[src/rtl/periph_rd_arbiter.sv]
// Round-robin arbiter sharing one AXI-style read path (AR + R) among NUM_M masters.
// Optional R-stall watchdog with ERR/DRAIN recovery under `PERIPH_RD_ARB_TIMEOUT_EN.
module periph_rd_arbiter #(
  parameter  int NUM_M          = 2,
  parameter  int AR_W           = 44,
  parameter  int R_W            = 39,
  parameter  int TIMEOUT_CYCLES = 1024,
  localparam int GW             = $clog2(NUM_M)
) (
  input  logic                    clk,
  input  logic                    reset_bar,
  input  logic [NUM_M-1:0]        m_ar_valid,
  output logic [NUM_M-1:0]        m_ar_ready,
  input  logic [NUM_M*AR_W-1:0]   m_ar_msg,
  output logic [NUM_M-1:0]        m_r_valid,
  input  logic [NUM_M-1:0]        m_r_ready,
  output logic [R_W-1:0]          m_r_msg,
  output logic                    s_ar_valid,
  input  logic                    s_ar_ready,
  output logic [AR_W-1:0]         s_ar_msg,
  input  logic                    s_r_valid,
  output logic                    s_r_ready,
  input  logic [R_W-1:0]          s_r_msg,
  output logic [GW-1:0]           grant_id,
  output logic                    busy
);

  typedef enum logic [2:0] {IDLE, ADDR, DATA, ERR, DRAIN} state_t;

  state_t          state;
  logic [GW-1:0]   grant, last_grant, next_grant, idx;
  logic            any_req;
  logic [AR_W-1:0] ar_msg_arr [NUM_M];

  for (genvar i = 0; i < NUM_M; i++) begin : g_ar_unpack
    assign ar_msg_arr[i] = m_ar_msg[i*AR_W +: AR_W];
  end

  // Search downward so the requester closest after last_grant is written last and wins.
  always_comb begin
    next_grant = last_grant;
    any_req    = 1'b0;
    idx        = '0;
    for (int k = NUM_M; k >= 1; k--) begin
      idx = GW'((int'(last_grant) + k) % NUM_M);
      if (m_ar_valid[idx]) begin
        next_grant = idx;
        any_req    = 1'b1;
      end
    end
  end

  // Messages are routed combinationally; only state and grant are registered.
  always_comb begin
    m_ar_ready = '0;
    m_r_valid  = '0;
    m_r_msg    = '0;
    s_ar_valid = 1'b0;
    s_ar_msg   = '0;
    s_r_ready  = 1'b0;
    case (state)
      ADDR: begin
        s_ar_valid        = m_ar_valid[grant];
        s_ar_msg          = ar_msg_arr[grant];
        m_ar_ready[grant] = s_ar_ready;
      end
      DATA: begin
        m_r_valid[grant] = s_r_valid;
        m_r_msg          = s_r_msg;
        s_r_ready        = m_r_ready[grant];
      end
`ifdef PERIPH_RD_ARB_TIMEOUT_EN
      ERR: begin
        m_r_valid[grant] = 1'b1;
        m_r_msg          = R_W'(3'b101);
      end
      DRAIN: s_r_ready = 1'b1;
`endif
      default: ;
    endcase
  end

  assign busy     = (state != IDLE);
  assign grant_id = grant;

`ifdef PERIPH_RD_ARB_TIMEOUT_EN
  localparam int CW = $clog2(TIMEOUT_CYCLES) + 1;
  logic [CW-1:0] cnt;
`endif

  always_ff @(posedge clk or negedge reset_bar) begin
    if (!reset_bar) begin
      state      <= IDLE;
      grant      <= '0;
      last_grant <= GW'(NUM_M - 1);
`ifdef PERIPH_RD_ARB_TIMEOUT_EN
      cnt        <= '0;
`endif
    end else begin
      case (state)
        IDLE: if (any_req) begin
          grant <= next_grant;
          state <= ADDR;
        end
        ADDR: if (s_ar_valid && s_ar_ready) begin
          state <= DATA;
`ifdef PERIPH_RD_ARB_TIMEOUT_EN
          cnt   <= '0;
`endif
        end
        DATA: begin
          if (s_r_valid && s_r_ready) begin
            if (s_r_msg[0]) begin
              last_grant <= grant;
              state      <= IDLE;
            end
`ifdef PERIPH_RD_ARB_TIMEOUT_EN
            cnt <= '0;
          end else begin
            // ERR is entered on the edge where the stall count reaches TIMEOUT_CYCLES.
            cnt <= cnt + 1'b1;
            if (cnt == CW'(TIMEOUT_CYCLES - 1)) state <= ERR;
`endif
          end
        end
`ifdef PERIPH_RD_ARB_TIMEOUT_EN
        ERR: if (m_r_ready[grant]) state <= DRAIN;
        DRAIN: if (s_r_valid && s_r_msg[0]) begin
          last_grant <= grant;
          state      <= IDLE;
        end
`endif
        default: state <= IDLE;
      endcase
    end
  end

endmodule

[config.mk]
export PLATFORM = sky130hd
export DESIGN_NAME = periph_rd_arbiter
export DESIGN_NICKNAME = d
export VERILOG_FILES = /design/src/rtl/periph_rd_arbiter.sv
export SDC_FILE = /design/constraint.sdc
export NUM_CORES = 1
export LEC_CHECK = 0
export CAP_MARGIN = 10
export CORE_AREA = 5 5 85 87
export DETAILED_ROUTE_END_ITERATION = 6
export DIE_AREA = 0 0 90 92
export MAX_ROUTING_LAYER = met4
export PLACE_DENSITY = 0.78
export SETUP_SLACK_MARGIN = 0.4
export SYNTH_ARGS = -nofsm -noshare
export SYNTH_HDL_FRONTEND = slang
export SYNTH_SLANG_ARGS = --single-unit
[constraint.sdc]
create_clock -name clk -period 3 [get_ports clk]
set_clock_uncertainty 0.05 [all_clocks]
set_input_delay 0.6 -clock clk [delete_from_list [all_inputs] [get_ports clk]]
set_output_delay 0.6 -clock clk [all_outputs]
set_load 0.005 [all_outputs]
### After elaboration in Yosys (flattened, before gate mapping)

Index checks and enable logic that the tools add are counted.

* bits in registers: 5
* word-level logic and storage cells: 55

* add/subtract/negate cells: 2
* $lt $le $gt $ge: 5
* equality and inequality tests: 6
* muxes and demuxes: 28
* bitwise logic cells: 3
* reductions and logical operators: 8

Operators with widths (number)
* 2-to-1 mux 44 bit: 4
* 2-to-1 mux 39 bit: 1
* 2-to-1 mux 1 bit: 15
* 2-to-1 mux 3 bit: 4
* case mux 3 bit (3 select lines): 1
* != test 2 bit, second input constant: 4
* less-than comparator 1 x 2 -> 1 bit, second input constant: 3
* bitwise AND 2 bit: 2
* 2-to-1 mux 2 bit: 2
* AND reduction 4 bit: 1
* == test 3 x 1 -> 1 bit, second input constant: 1
* == test 3 x 2 -> 1 bit, second input constant: 1
* logical AND 1 bit: 3
* zero test 3 bit: 1
* AND reduction 3 bit: 1
* nonzero test 3 bit: 1
* adder 1 bit, second input constant: 2
* greater-or-equal comparator 2 bit, second input constant: 1
* inverter 1 -> 2 bit: 1
* AND reduction 2 bit: 1
* demux 1 bit (select 1 bit): 1
* greater-or-equal comparator 1 bit, second input constant: 1

### Depth between registers and ports, before layout

* depth in word-level cells: 7
* mapped depth: 4

### Worst setup path before layout

No wires, ideal clock.

* path kind: input -> output
* start: in m_ar_valid[0]
* end: out s_ar_valid
* arrival: 0.997 ns
* required time: 2.350 ns
* setup slack: 1.353 ns
* stages: 2
* path buffers: 0
* path through: mux2_4 nor2b_1

* word-level cells in the longest chain between the ends: 3

Ends and longest elaborated chain
* start, declared: RTL line 12 `input logic [NUM_M-1:0] m_ar_valid,`
* 2-to-1 mux 1 bit (implied by the code) (2 in a row): RTL line 63 `s_ar_valid = m_ar_valid[grant];`
* 2-to-1 mux 1 bit: RTL line 61 `case (state)`
* end, declared: RTL line 18 `output logic s_ar_valid,`

Every way passes these cells. The select of a mux whose other input is x is not followed.

### Worst setup path in the final report

* start: in s_ar_ready
* end: out m_ar_ready[0]

* word-level cells in the longest chain between the ends: 2

Ends and longest elaborated chain
* start, declared: RTL line 19 `input logic s_ar_ready,`
* bitwise AND 2 bit (no source line)
* 2-to-1 mux 2 bit: RTL line 61
* end, declared: RTL line 13 `output logic [NUM_M-1:0] m_ar_ready,`

Every way passes these cells.

==> implementation parameters <==
Parameter                              Value

Outcome
  Outcome ... finished, final reports clean

Timing
  Final Hold Vio Count ... 0
  Top achievable clock speed ... roughly 400 MHz
  Worst hold margin ... 0.4910 ns
  RSZ-0062 raised after global routing ... no
  Setup_tns ... 0 ns
  Relative max-transition margin ... 78.50%
  Final number of setup-violating endpoints ... 0
  Final Max Tran Viols ... 0
  Clock period minus worst slack ... roughly 2.5 ns
  Final Cycle Share ... 84.17%
  Least-Margin Pin Slew ... between 0.3 and 0.4 ns

CTS
  Clock insertion delay at the later pin of the skew report ... 0.22 ns
  Total number of H-tree levels ... 1
  Clock Path Buffers ... 2
  Clock transition at the registers of the reported paths ... 0.03 ns
  CTS tree ... built
  Root buffer selected by CTS ... sky130_fd_sc_hd__clkbuf_8
  TritonCTS buffer count ... 3
  Clock net sink count ... 4
  # Post-CTS Setup Buffers ... 0

Cells and area
  Post-layout nets ... between 500 and 600
  Layout Cell Area excl Fill ... 3577 sq um
  Layout-stage area growth over the synthesis result ... 197.5%
  N_diodes ... 0
  Proportion of layout cells with a drive suffix above 1 ... 4.615%
  Final core utilization ... 56.99%

Detailed routing
  Final WL ... 7.707 mm
  Remaining design rule violation count ... 0
  Length of the first detailed-routing pass in iterations ... 4
  DRC violation total after the first TritonRoute iteration ... 19
  Via-per-instance ratio ... between 4 and 5
  Total vias in the final route ... 2011
  Detailed-route wire length per cell ... 16.50 um
  Number of nets with antenna violations after detailed routing ... 0

Yosys
  Biggest area contributors in the synthesized netlist ... sky130_fd_sc_hd__mux2i_1 37%, sky130_fd_sc_hd__and2_1 20%, sky130_fd_sc_hd__nor2_1 15%, sky130_fd_sc_hd__dfrtp_1 6.2%, sky130_fd_sc_hd__buf_2 4.6%
  Mapped Area ... 1202 sq um
  Count of synthesis-stage warnings from yosys ... 0
  Portion of the post-synthesis area used by sequential elements ... approximately 8.4%
  Synthesized Nets ... ~310
  Main flop type after synthesis ... sky130_fd_sc_hd__dfrtp_1
  Number of distinct standard cells referenced by the synthesized netlist ... 25
  Number of flip-flops and latches in the synthesized netlist ... 4
  Count of flip-flops with a built-in enable after synthesis ... 0
  Fraction of registers with async set/reset ... 100.0%
  Yosys top cell area share ... 36.63%
  Most frequently used cell type in the post-synthesis netlist ... sky130_fd_sc_hd__nor2_1
  Largest area contributor in the synthesized netlist ... sky130_fd_sc_hd__mux2i_1
  Number of instances in the synthesized netlist ... around 170
  Mean instance size in the synthesized netlist ... roughly 7.0 sq um
  Most numerous cell types in the synthesized netlist ... 47 x sky130_fd_sc_hd__nor2_1, 44 x sky130_fd_sc_hd__mux2i_1, 39 x sky130_fd_sc_hd__and2_1

Placement
  Detailed-placement wirelength estimate ... ~6.6 mm
  Routability congestion estimate from global placement ... 0.8653
  Quantity of I/O buffers inserted on ports ... 225
  Post-place instance area ... 3507 sq um

Worst setup path
  Largest delay contributor family on the critical path ... buffers and inverters
  Startpoint Class ... input port
  Crit Path Category ... in2out
  Bufs and invs on worst path ... 2
  Critical path fanouts, max ... 4
  Crit. End Element ... primary output
  Required time of the worst setup path ... 2.35 ns
  Critical Path, Cell by Cell ... clkdlybuf4s50_1 > nor3b_1 > clkdlybuf4s50_1
  Slowest stage cell on the critical path ... sky130_fd_sc_hd__clkdlybuf4s50_1
  Critical Path Most Common Cell ... sky130_fd_sc_hd__clkdlybuf4s50_1
  Biggest cell delay along the critical path ... 0.55 ns
  Arrival time at the worst endpoint ... 1.88 ns

Floorplan
  Die Ht ... 92 um
  Die width ... 90 um
  Starting density of the core ... 19.15%
  Core ar. ... 6277 sq um
  I/O pin total ... 226
  Die area ... 8280 sq um
  # rows ... 29

Worst hold path
  Hold crit path type ... reg2reg

Power
  Total power consumption of the routed design ... roughly 2.1 mW
  Maximum resistive drop on vdd ... 0.0003875 V
  PD cells ... 597.8 nW/um^2
  Static leakage ... 1.526 nW

Global route
  Maximum number of pins on one net before global-route repair ... 43
  Wire length of the first global-routing pass ... roughly 11 mm
  GRT Overall Usage ... approximately 17%
  Number of antenna violations at the first check in global routing ... 0
  Remaining Overflow, GRT ... 0
  Number of global-route vias before repair ... 2139

Job
  Max cap viols ... 0
==> layer usage <==
layer  global-route usage, %  share of wire, %  wire length [um]  up-vias
li1                        -                 -                 -     1001
met1                   18.50                37              2840      875
met2                   30.30                51              3898      127
met3                   6.956                11               854        8
met4                   4.342               1.5               113        0
met5                       -                 0                 0        -
==> flip-flops by register name, summed over array words and instances, names as in the netlist <==
register    count
state           2
grant_id        1
last_grant      1
==> stage by stage <==
| step | instances | setup slack [ns] |
|---|---|---|
| floorplan | 171 | 1.353 |
| global placement | 462 | 0.4073 |
| detailed placement | 462 | 0.3905 |
| CTS | 466 | 0.4213 |
| global route | 467 | 0.4014 |
| finish | 467 | 0.4748 |
==> layout by cell type (no fill, tap or decap), drive strengths merged <==
| master | synthesis | routed |
|---|---|---|
| clkbuf | 3 | 4 |
| nand2 | 2 | 2 |
| nor2 | 47 | 47 |
| buf | 12 | 4 |
| dfrtp | 3 | 3 |
| o21ai | 2 | 2 |
| and4b | 1 | 1 |
| nand3 | 1 | 1 |
| inv | 1 | 1 |
| mux2 | 2 | 2 |
| dlygate4sd2 | 0 | 1 |
| a21oi | 1 | 1 |
| dfstp | 1 | 1 |
| clkdlybuf4s50 | 0 | 223 |
| nor3 | 2 | 2 |
| a31oi | 1 | 1 |
| nand2b | 3 | 4 |
| and3 | 1 | 1 |
| dlymetal6s2s | 0 | 1 |
| mux2i | 45 | 45 |
| nor3b | 1 | 1 |
| nor2b | 2 | 2 |
| a311oi | 1 | 1 |
| and2 | 39 | 39 |
==> repair_timing <==
| item | in CTS | in global routing |
|---|---|---|
| hold buffers | 0 | 0 |
| setup endpoints to repair | 26 | 43 |
| gates cloned | 0 | 1 |
| pin swaps | 0 | 0 |
| gates resized for setup | 2 | 5 |
==> report_power, final <==
| part | internal (mW) | leakage [nW] | switching (mW) |
|---|---|---|---|
| clock network | 0.0910 | 0.0228 | 0.0307 |
| logic | 1.15 | 1.46 | 0.722 |
| registers | 0.0877 | 0.0426 | 0.0586 |
==> kinds of logic (layout without fill, tap and decap cells) <==
family | Yosys count | count (layout) | share of synthesized area [%]
multiplexers | 47 | 47 | 40.27
AND/OR/NAND/NOR | 99 | 100 | 42.04
flip-flops | 4 | 4 | 8.429
AO/OA/AOI/OAI | 5 | 5 | 2.497
buffers and inverters | 16 | 234 | 6.763
==> worst paths after layout <==
kind | start | end | slack [ns] | cells after the start
min in group asynchronous | reset_bar | state[0] | 0.54 | 1
hold reg to reg | state[1] | state[0] | 0.49 | 1
setup reg to reg | state[0] | last_grant | 1.65 | 3
hold / removal | state[1] | state[0] | 0.49 | 1
setup / recovery | s_ar_ready | m_ar_ready[0] | 0.47 | 3
max in group asynchronous | reset_bar | last_grant | 2.12 | 1
==> area by class of cell <==
type	count	area [sq um]
well taps	77	96.34
multi-input cells	152	1036
flip-flops and latches	4	105.1
inverters	1	3.754
clock buffers	4	45.04
fillers	587	2700
repair buffers	229	2291
Note: power is estimated with default switching activity, not from simulation.
